File: config.mk
export PLATFORM = sky130hd
export DESIGN_NAME = ir_packet_gen
export DESIGN_NICKNAME = d
export VERILOG_FILES = /design/src/rtl/ir_pkg.sv /design/src/rtl/ir_carrier_gen.sv /design/src/rtl/ir_packet_gen.sv
export SDC_FILE = /design/constraint.sdc
export NUM_CORES = 1
export LEC_CHECK = 0
export ABC_AREA = 1
export CORE_ASPECT_RATIO = 1.5
export CORE_MARGIN = 3
export CORE_UTILIZATION = 40
export CTS_BUF_LIST = sky130_fd_sc_hd__clkbuf_8
export DETAILED_ROUTE_END_ITERATION = 7
export DONT_BUFFER_PORTS = 1
export GPL_TIMING_DRIVEN = 0
export PLACE_DENSITY_LB_ADDON = 0.15
export SLEW_MARGIN = 30
export SYNTH_ARGS = -nofsm -noshare
export SYNTH_HDL_FRONTEND = slang
export SYNTH_SLANG_ARGS = --single-unit
File: constraint.sdc
create_clock -name CLK -period 3.71 [get_ports CLK]
set_input_delay 0.371 -clock CLK [delete_from_list [all_inputs] [get_ports CLK]]
set_output_delay 0.371 -clock CLK [all_outputs]
set_load 0.02 [all_outputs]
File: src/rtl/ir_pkg.sv
// Shared types and per-colour timing tables for the IR remote-control-car packet generator.
// Colour index order everywhere: blue, yellow, green, red.
package ir_pkg;

  typedef enum logic [1:0] {
    CarBlue   = 2'd0,
    CarYellow = 2'd1,
    CarGreen  = 2'd2,
    CarRed    = 2'd3
  } car_e;

  typedef enum logic [2:0] {
    StIdle,
    StStart,
    StGap,
    StCarSel,
    StRight,
    StLeft,
    StBack,
    StFwd
  } ir_state_e;

  localparam int unsigned NumCars = 4;

  // Bit positions within the CONTROL command
  localparam int unsigned CtrlRight = 0;
  localparam int unsigned CtrlLeft  = 1;
  localparam int unsigned CtrlBack  = 2;
  localparam int unsigned CtrlFwd   = 3;

  localparam int unsigned CARRIER_HZ [NumCars] = '{36_000, 40_000, 37_500, 40_000};

  // Burst and gap lengths, in whole carrier periods
  localparam logic [7:0] START_N    [NumCars] = '{8'd191, 8'd88, 8'd88, 8'd192};
  localparam logic [7:0] GAP_N      [NumCars] = '{8'd25,  8'd40, 8'd40, 8'd24};
  localparam logic [7:0] CARSEL_N   [NumCars] = '{8'd47,  8'd22, 8'd44, 8'd24};
  localparam logic [7:0] ASSERT_N   [NumCars] = '{8'd47,  8'd28, 8'd28, 8'd48};
  localparam logic [7:0] DEASSERT_N [NumCars] = '{8'd22,  8'd10, 8'd10, 8'd24};

  // Carrier half-period in system clocks, rounded down
  function automatic logic [10:0] half_period_f(int unsigned clk_hz, car_e car);
    return 11'(clk_hz / (2 * CARRIER_HZ[car]));
  endfunction

  // Burst that follows the gap after the given burst; StIdle ends the packet
  function automatic ir_state_e next_burst(ir_state_e st);
    case (st)
      StStart:  return StCarSel;
      StCarSel: return StRight;
      StRight:  return StLeft;
      StLeft:   return StBack;
      StBack:   return StFwd;
      default:  return StIdle;
    endcase
  endfunction

endpackage

File: src/rtl/ir_carrier_gen.sv
// Square-wave IR carrier: high for half_period clocks, then low for half_period clocks.
// The counter spans one half-period so it stays within 11 bits for every colour.
module ir_carrier_gen (
  input  logic        CLK,
  input  logic        RESET,
  input  logic        restart,
  input  logic [10:0] half_period,
  output logic        carrier,
  output logic        cyc_done
);

  logic [10:0] cnt_q, cnt_d;
  logic        phase_q, phase_d;
  logic        half_end;

  always_comb begin
    // >= keeps the counter wrapping if half_period shrinks mid-count
    half_end = (cnt_q >= (half_period - 11'd1));
    cnt_d    = half_end ? 11'd0 : cnt_q + 11'd1;
    phase_d  = half_end ? ~phase_q : phase_q;
    if (restart) begin
      cnt_d   = 11'd0;
      phase_d = 1'b1;
    end
  end

  always_ff @(posedge CLK or negedge RESET) begin
    if (!RESET) begin
      cnt_q   <= 11'd0;
      phase_q <= 1'b0;
    end else begin
      cnt_q   <= cnt_d;
      phase_q <= phase_d;
    end
  end

  // carrier is the level for the coming cycle, so the parent can register it with its state
  assign carrier  = phase_d;
  assign cyc_done = half_end & ~phase_q;

endmodule

File: src/rtl/ir_packet_gen.sv
// Periodic IR packet generator: latches colour and command on each accepted period tick and
// plays Start, CarSelect and four direction bursts, each followed by a gap, on IR_LED.
module ir_packet_gen
  import ir_pkg::*;
#(
  parameter int unsigned CLK_HZ         = 100_000_000,
  parameter int unsigned PKT_PERIOD_CYC = 10_000_000
) (
  input  logic       CLK,
  input  logic       RESET,
  input  logic       ENABLE,
  input  logic [1:0] CAR_SEL,
  input  logic [3:0] CONTROL,
  output logic       IR_LED,
  output logic       BUSY,
  output logic       PKT_DONE
);

  localparam int unsigned TimerW = (PKT_PERIOD_CYC > 1) ? $clog2(PKT_PERIOD_CYC) : 1;
  localparam logic [TimerW-1:0] TimerLast = TimerW'(PKT_PERIOD_CYC - 1);

  // Folded to constants per colour so no divider is built
  localparam logic [10:0] HalfPeriod [NumCars] = '{
    half_period_f(CLK_HZ, CarBlue),
    half_period_f(CLK_HZ, CarYellow),
    half_period_f(CLK_HZ, CarGreen),
    half_period_f(CLK_HZ, CarRed)
  };

  logic [TimerW-1:0] timer_q;
  logic              tick;
  logic              pkt_start;

  ir_state_e   st_q, nxt_q;
  logic [7:0]  seg_q;
  logic [7:0]  dur;
  logic        seg_last;
  car_e        car_q;
  logic [3:0]  ctrl_q;
  logic        ir_led_q, busy_q;

  logic [10:0] half_period;
  logic        carrier, cyc_done;

  // Period timer runs only while enabled; ticks landing mid-packet are simply ignored
  always_ff @(posedge CLK or negedge RESET) begin
    if (!RESET) begin
      timer_q <= '0;
    end else if (!ENABLE || (timer_q == TimerLast)) begin
      timer_q <= '0;
    end else begin
      timer_q <= timer_q + 1'b1;
    end
  end

  assign tick      = ENABLE && (timer_q == TimerLast);
  assign pkt_start = tick && (st_q == StIdle);

  assign half_period = HalfPeriod[car_q];

  ir_carrier_gen u_carrier (
    .CLK         (CLK),
    .RESET       (RESET),
    .restart     (pkt_start),
    .half_period (half_period),
    .carrier     (carrier),
    .cyc_done    (cyc_done)
  );

  always_comb begin
    dur = GAP_N[car_q];
    unique case (st_q)
      StStart:  dur = START_N[car_q];
      StCarSel: dur = CARSEL_N[car_q];
      StRight:  dur = ctrl_q[CtrlRight] ? ASSERT_N[car_q] : DEASSERT_N[car_q];
      StLeft:   dur = ctrl_q[CtrlLeft]  ? ASSERT_N[car_q] : DEASSERT_N[car_q];
      StBack:   dur = ctrl_q[CtrlBack]  ? ASSERT_N[car_q] : DEASSERT_N[car_q];
      StFwd:    dur = ctrl_q[CtrlFwd]   ? ASSERT_N[car_q] : DEASSERT_N[car_q];
      default:  dur = GAP_N[car_q];
    endcase
  end

  assign seg_last = cyc_done && (seg_q == (dur - 8'd1));

  // Segment boundaries always fall on carrier period ends, so the carrier is only restarted
  // at packet start and free-runs across bursts and gaps.
  always_ff @(posedge CLK or negedge RESET) begin
    if (!RESET) begin
      st_q     <= StIdle;
      nxt_q    <= StIdle;
      seg_q    <= 8'd0;
      car_q    <= CarBlue;
      ctrl_q   <= 4'd0;
      ir_led_q <= 1'b0;
      busy_q   <= 1'b0;
    end else begin
      ir_led_q <= 1'b0;
      unique case (st_q)
        StIdle: begin
          seg_q <= 8'd0;
          if (tick) begin
            car_q    <= car_e'(CAR_SEL);
            ctrl_q   <= CONTROL;
            st_q     <= StStart;
            busy_q   <= 1'b1;
            ir_led_q <= carrier;
          end
        end
        StGap: begin
          if (seg_last) begin
            seg_q <= 8'd0;
            st_q  <= nxt_q;
            if (nxt_q == StIdle) begin
              busy_q <= 1'b0;
            end else begin
              ir_led_q <= carrier;
            end
          end else if (cyc_done) begin
            seg_q <= seg_q + 8'd1;
          end
        end
        StStart, StCarSel, StRight, StLeft, StBack, StFwd: begin
          if (seg_last) begin
            seg_q <= 8'd0;
            st_q  <= StGap;
            nxt_q <= next_burst(st_q);
          end else begin
            if (cyc_done) begin
              seg_q <= seg_q + 8'd1;
            end
            ir_led_q <= carrier;
          end
        end
        default: begin
          st_q   <= StIdle;
          busy_q <= 1'b0;
        end
      endcase
    end
  end

  assign IR_LED   = ir_led_q;
  assign BUSY     = busy_q;
  assign PKT_DONE = (st_q == StGap) && (nxt_q == StIdle) && seg_last;

endmodule

# --- After elaboration in Yosys (flattened, before gate mapping) ---
# Cells that the tools add are included.
word_totals:
  inputBits: 9
  output_inout_bits: 3
  ff_bits: 58
  wordCells: 95
op_classes:
  eq_ne: 14
  n_lt_le_gt_ge: 2
  reduce_logical: 16
  addsub: 5
  mux: 45
  bitwise: 3
op_table:
  columns: ["operator", "n"]
  rows:
  - ["$mux W8", 16]
  - ["$bmux W8 S2", 5]
  - ["$pmux W8 S6", 1]
  - ["$mux W11", 4]
  - ["$add A24 B1 Y24 const B", 1]
  - ["$eq A24 B24 Y1 const B", 1]
  - ["$mux W24", 1]
  - ["$bmux W11 S2", 1]
  - ["$pmux W8 S2", 1]
  - ["$pmux W3 S5", 1]
  - ["$eq A3 B3 Y1 const B", 4]
  - ["$add A11 B1 Y11 const B", 1]
  - ["$ge A11 B11 Y1", 1]
  - ["$sub A11 B1 Y11 const B", 1]
  - ["$mux W1", 9]
  - ["$mux W3", 3]
  - ["$pmux W3 S3", 1]
  - ["$add A8 B1 Y8 const B", 1]
  - ["$eq A8 B8 Y1", 1]
  - ["$sub A8 B1 Y8 const B", 1]
  - ["$reduce_or A7 Y1", 1]
  - ["$eq A3 B2 Y1 const B", 2]
  - ["$logic_not A3 Y1", 2]
  - ["$ne A2 B2 Y1 const B", 3]
  - ["17 further kinds", 22]

# --- Logic depth before layout (Yosys ltp) ---
logic_depth:
  word_depth: 11
  mapped_depth: 22
  depth_no_buf: 20

# --- Modules after synthesis ---
# A second synthesis with hierarchy kept.
hier_totals:
  hier_cells: 661
  hier_area_um2: 4610.7
by_module_without_submodules:
  columns: ["mod", "n_inst", "seq_area_each_um2", "area_per_inst_um2", "cells_per_inst"]
  rows:
  - ["ir_packet_gen", 1, 1151.1, 3565.9, 524]
  - ["ir_carrier_gen", 1, 300.3, 1044.8, 137]

# --- Worst setup path before layout ---
# OpenSTA, ideal clock, no wires.
synth_timing:
  path_type: "reg-to-output"
  from: "register car_q[0]"
  to: "output port PKT_DONE"
  slack_ns: 0.029
  arrival_ns: 3.310
  path_stages_with_launch: 18
  n_path_buf: 2
  cell_sequence: "dfrtp_1 -> inv_1 -> ha_1 -> buf_2 -> nor3_1 -> ha_1 -> nand4_1 -> o311ai_0 -> clkbuf_1 -> ha_1 -> inv_1 -> nor2_1 -> nand3_1 -> nor2_1 -> nand2_1 -> a21oi_2 -> nand3_4 -> nor2_1"
synth_between:
  elab_chain_len: 10
  elab_cells_between_ends: 31
synth_rtl:
  columns: ["element", "line", "rtl"]
  rows:
  - ["from (decl)", "ir_packet_gen.sv:38", "car_e car_q;"]
  - ["from (signal assigned)", "ir_packet_gen.sv:92", "car_q <= CarBlue;"]
  - ["from (signal assigned)", "ir_packet_gen.sv:102", "car_q <= car_e'(CAR_SEL);"]
  - ["$not A2 Y3 (implied by the code) *", null, null]
  - ["parallel branches: the longest is 7 deep, another holds $sub A11 B1 Y11", null, null]
  - ["$logic_and A1 B1 Y1 *", "ir_packet_gen.sv:83", "assign seg_last = cyc_done && (seg_q == (dur - 8'd1));"]
  - ["$logic_and A1 B1 Y1 *", "ir_packet_gen.sv:144", "assign PKT_DONE = (st_q == StGap) && (nxt_q == StIdle) && seg_last;"]
  - ["to (decl)", "ir_packet_gen.sv:16", "output logic PKT_DONE"]
# Every way passes the cells marked *. The select of a mux whose other input is x is not followed.

# --- Final worst setup path ---
# Same ends and word-level chain as after synthesis.

==> insert_results.sql <==
INSERT INTO impl_metrics (metric_group, metric, value, unit) VALUES
('clocking', 'cts_tree', 'done', ''),
('setup_path', 'required', '3340', 'ps'),
('synthesis', 'synth-seq-area-share', '34.25', '%'),
('setup_path', 'critPathArrivalTime', '3190', 'ps'),
('global_routing', 'busiest_layer', 'met2', ''),
('synthesis', 'syn_warnings', '0', ''),
('timing', 'setup_viol', '0', ''),
('finish', 'register_area', '1453', 'sq um'),
('finish', 'syn_to_final_growth', '14.91', '%'),
('min_path', 'hold_path.class', 'input pin to register', ''),
('finish', 'fin_cells', '797', ''),
('synthesis', 'post-synth-top-area-fraction', '34.25', '%'),
('place', 'io_buffers', '0', ''),
('timing', 'timing_max_transition_violations_final', '0', ''),
('timing', 'final.period_utilization', '95.91', '%'),
('flow_run', 'drv.max_cap_violation_count', '0', ''),
('global_routing', 'met1_usage', '20.49', '%'),
('synthesis', 'ys_seq_elements', '58', ''),
('clocking', 'cts-root-to-sink-buffers', '2', ''),
('power_and_ir_drop', 'vdd.ir_drop.worst', '0.0002069', 'V'),
('setup_path', 'ff2ff_setup_slack', '300', 'ps'),
('setup_path', 'worst_r2r_startpoint', 'car_q[0]$_DFFE_PN0P_', ''),
('timing', 'slew_headroom', '61.83', '%'),
('timing', 'worstMarginPinSlew', '567.3', 'ps'),
('synthesis', 'post_synth.cell_area_avg', '6.802', 'sq um'),
('synthesis', 'mappedNetlistArea', '4238', 'sq um'),
('global_routing', 'grt_start_max_net_pins', '59', ''),
('synthesis', 'synthCells', '623', ''),
('synthesis', 'synth-simple-area-share', '39.21', '%'),
('power_and_ir_drop', 'design_power_total', '1.225', 'mW'),
('setup_path', 'setup.worst_path.class', 'register to output pin', ''),
('finish', 'n_diodes', '0', ''),
('power_and_ir_drop', 'powerDensity', '251.5', 'nW/um^2'),
('setup_path', 'setup.worst_path.start', 'car_q[0]$_DFFE_PN0P_', ''),
('floorplanning', 'floorplan.core_area', '10250', 'sq um'),
('place', 'dp_hpwl', '8195', 'um'),
('floorplanning', 'io-pin-count', '12', ''),
('power_and_ir_drop', 'internal-power', '0.9442', 'mW'),
('setup_path', 'critPathLaunchType', 'register', ''),
('synthesis', 'synth_xor_xnor_area_share', '4.340', '%'),
('setup_path', 'critical_path.max_fanout', '7', ''),
('floorplanning', 'die_outline_height', '132.1', 'um'),
('synthesis', 'synth_cell_types', '33', ''),
('clocking', 'clock_tree.root_cell', 'clkbuf_8', ''),
('place', 'dpl_worst_slack', '-901.0', 'ps'),
('power_and_ir_drop', 'total_switching_power', '0.2806', 'mW'),
('timing', 'final_hold_viol_count', '0', ''),
('synthesis', 'post-synth-top-area-cell', 'dfrtp_1', ''),
('timing', 'clock_skew', '11.69', 'ps'),
('global_routing', 'global_route_wire_length_before_repair', '18290', 'um'),
('detailed_routing', 'vias_per_cell', '5.051', ''),
('detailed_routing', 'via_count', '4026', ''),
('synthesis', 'number_of_synthesized_flops_with_an_enable_pin', '0', ''),
('power_and_ir_drop', 'share_seq_of_total_power', '52.0', '%'),
('timing', 'layout_min_cycle_time', '3558', 'ps'),
('floorplanning', 'initial_utilization', '41.36', '%'),
('synthesis', 'post_synth_mux_area_share', '0', '%'),
('detailed_routing', 'post-route-drc-count', '0', ''),
('clocking', 'cts_max_level', '3', ''),
('synthesis', 'netlist_top_cells_area', 'dfrtp_1 (34%), nand2_1 (13%), nor2_1 (9.0%), inv_1 (6.9%), ha_1 (5.9%)', ''),
('power_and_ir_drop', 'switching_share', '22.91', '%'),
('global_routing', 'grt_pass1_vias', '3923', ''),
('detailed_routing', 'drt_iter0_drc', '166', ''),
('detailed_routing', 'drt-total-wl', '10970', 'um'),
('synthesis', 'synth_adder_area_share', '5.905', '%'),
('detailed_routing', 'postRouteAntennaNets', '0', ''),
('setup_path', 'worstReg2RegEnd', 'st_q[2]$_DFFE_PN0P_', ''),
('status', 'run_status', 'complete, no violations', ''),
('synthesis', 'synth_compound_area_share', '6.938', '%'),
('global_routing', 'antenna_found_initial', '0', ''),
('setup_path', 'worst_setup_path_endpoint', 'PKT_DONE', '');
[registers in the layout, summed over array words and instances, names as in the netlist]
signal and flops:
timer_q 24, u_carrier.cnt_q 11, seg_q 8, ctrl_q 4, nxt_q 3, st_q 3, car_q 2, BUSY 1
IR_LED 1, u_carrier.phase_q 1
[stage by stage]
stage	setup TNS, ps	cell area, sq um
after floorplan	0	4238
after global placement	-9059	4414
after detailed placement	-8819	4414
after CTS	0	4727
after global routing	-37.86	4870
final	0	4870
[worst min-delay path by stage]
stage	start	end	slack, ps	depth (start not counted)
floorplan	RESET	BUSY$_DFFE_PN0P_	80	0
global placement	RESET	timer_q[18]$_DFF_PN0_	80	0
detailed placement	RESET	timer_q[18]$_DFF_PN0_	80	0
CTS	CONTROL[0]	ctrl_q[0]$_DFFE_PN0P_	130	2
global route	CONTROL[2]	ctrl_q[2]$_DFFE_PN0P_	130	2
finish	CONTROL[0]	ctrl_q[0]$_DFFE_PN0P_	150	2
[power groups by stage]
stage / logic [mW] / registers (mW) / clock network (mW)
after floorplan: 0.00838 / 0.648 / 0
after global placement: 0.0107 / 0.648 / 0
after detailed placement: 0.0112 / 0.649 / 0
after CTS: 0.0292 / 0.636 / 0.579
after global routing: 0.0321 / 0.636 / 0.614
final: 0.0274 / 0.637 / 0.561
[critical path, stage by stage, from the launching register on]
cell,delay (ps)
dfrtp_2,430
clkinv_4,90
ha_4,180
buf_8,130
nor3_4,30
ha_1,290
nand4_1,130
o311ai_4,330
clkbuf_8,200
ha_4,150
inv_2,40
nor2_2,60
nand3_1,60
nor2_1,140
nand2_1,80
a21oi_2,170
nand3_4,120
nor2_4,190
[cells by family after synthesis]
group           count (synthesis)
compound gates                 54
xor+xnor                       21
fa+ha+maj                      20
buf+inv                        98
flops                          58
simple gates                  372
[Yosys cell counts, types with 5 or more instances]
library cell	instances
nand2_1	149
nor2_1	102
inv_1	78
dfrtp_1	58
nand3_1	38
nor3_1	34
a21oi_1	21
ha_1	20
o21ai_0	20
xor2_1	18
nand4_1	17
nor4_1	9
inv_2	6
nand2_2	6
nor2_2	6
o22ai_1	6
clkbuf_1	5
[cell usage in the layout (no fill, tap or decap), types with 3 or more instances in the layout]
cell	netlist	final
a21oi_1	21	20
buf_4	0	14
buf_6	3	3
clkbuf_1	5	4
clkbuf_8	0	10
clkinv_2	0	4
dfrtp_1	58	57
ha_1	20	16
inv_1	78	75
inv_2	6	8
nand2_1	149	149
nand2_2	6	6
nand3_1	38	38
nand3_2	3	3
nand4_1	17	17
nor2_1	102	100
nor2_2	6	7
nor2_4	3	4
nor3_1	34	33
nor4_1	9	9
o21ai_0	20	18
o21ai_1	2	4
o22ai_1	6	6
xnor2_1	3	3
xor2_1	18	18
[layer usage]
metal / vias to the layer above / part of all wire [%]
met4: 0 / 4.0
met2: 77 / 53
li1: 2069 / -
met1: 1849 / 40
met3: 31 / 3.1
met5: - / 0
[final cells by class]
cell class                      instances  area share, %
Multi-Input combinational cell        467          50.57
Clock buffer                            9          2.544
Buffer                                 11          1.799
Timing Repair Buffer                   17          3.443
Inverter                               87          6.937
Tap cell                              141          3.623
Sequential cell                        58          29.83
Clock inverter                          7          1.259
[timing repair]
item	4_1_cts	5_1_grt
buffers inserted	4	10
setup endpoints to repair	17	3
hold endpoints to repair	58	0
gates cloned	0	1
pin swaps	2	12
gates resized for setup	17	14
hold buffers	2	0
Note: power is estimated with default switching activity, not from simulation.
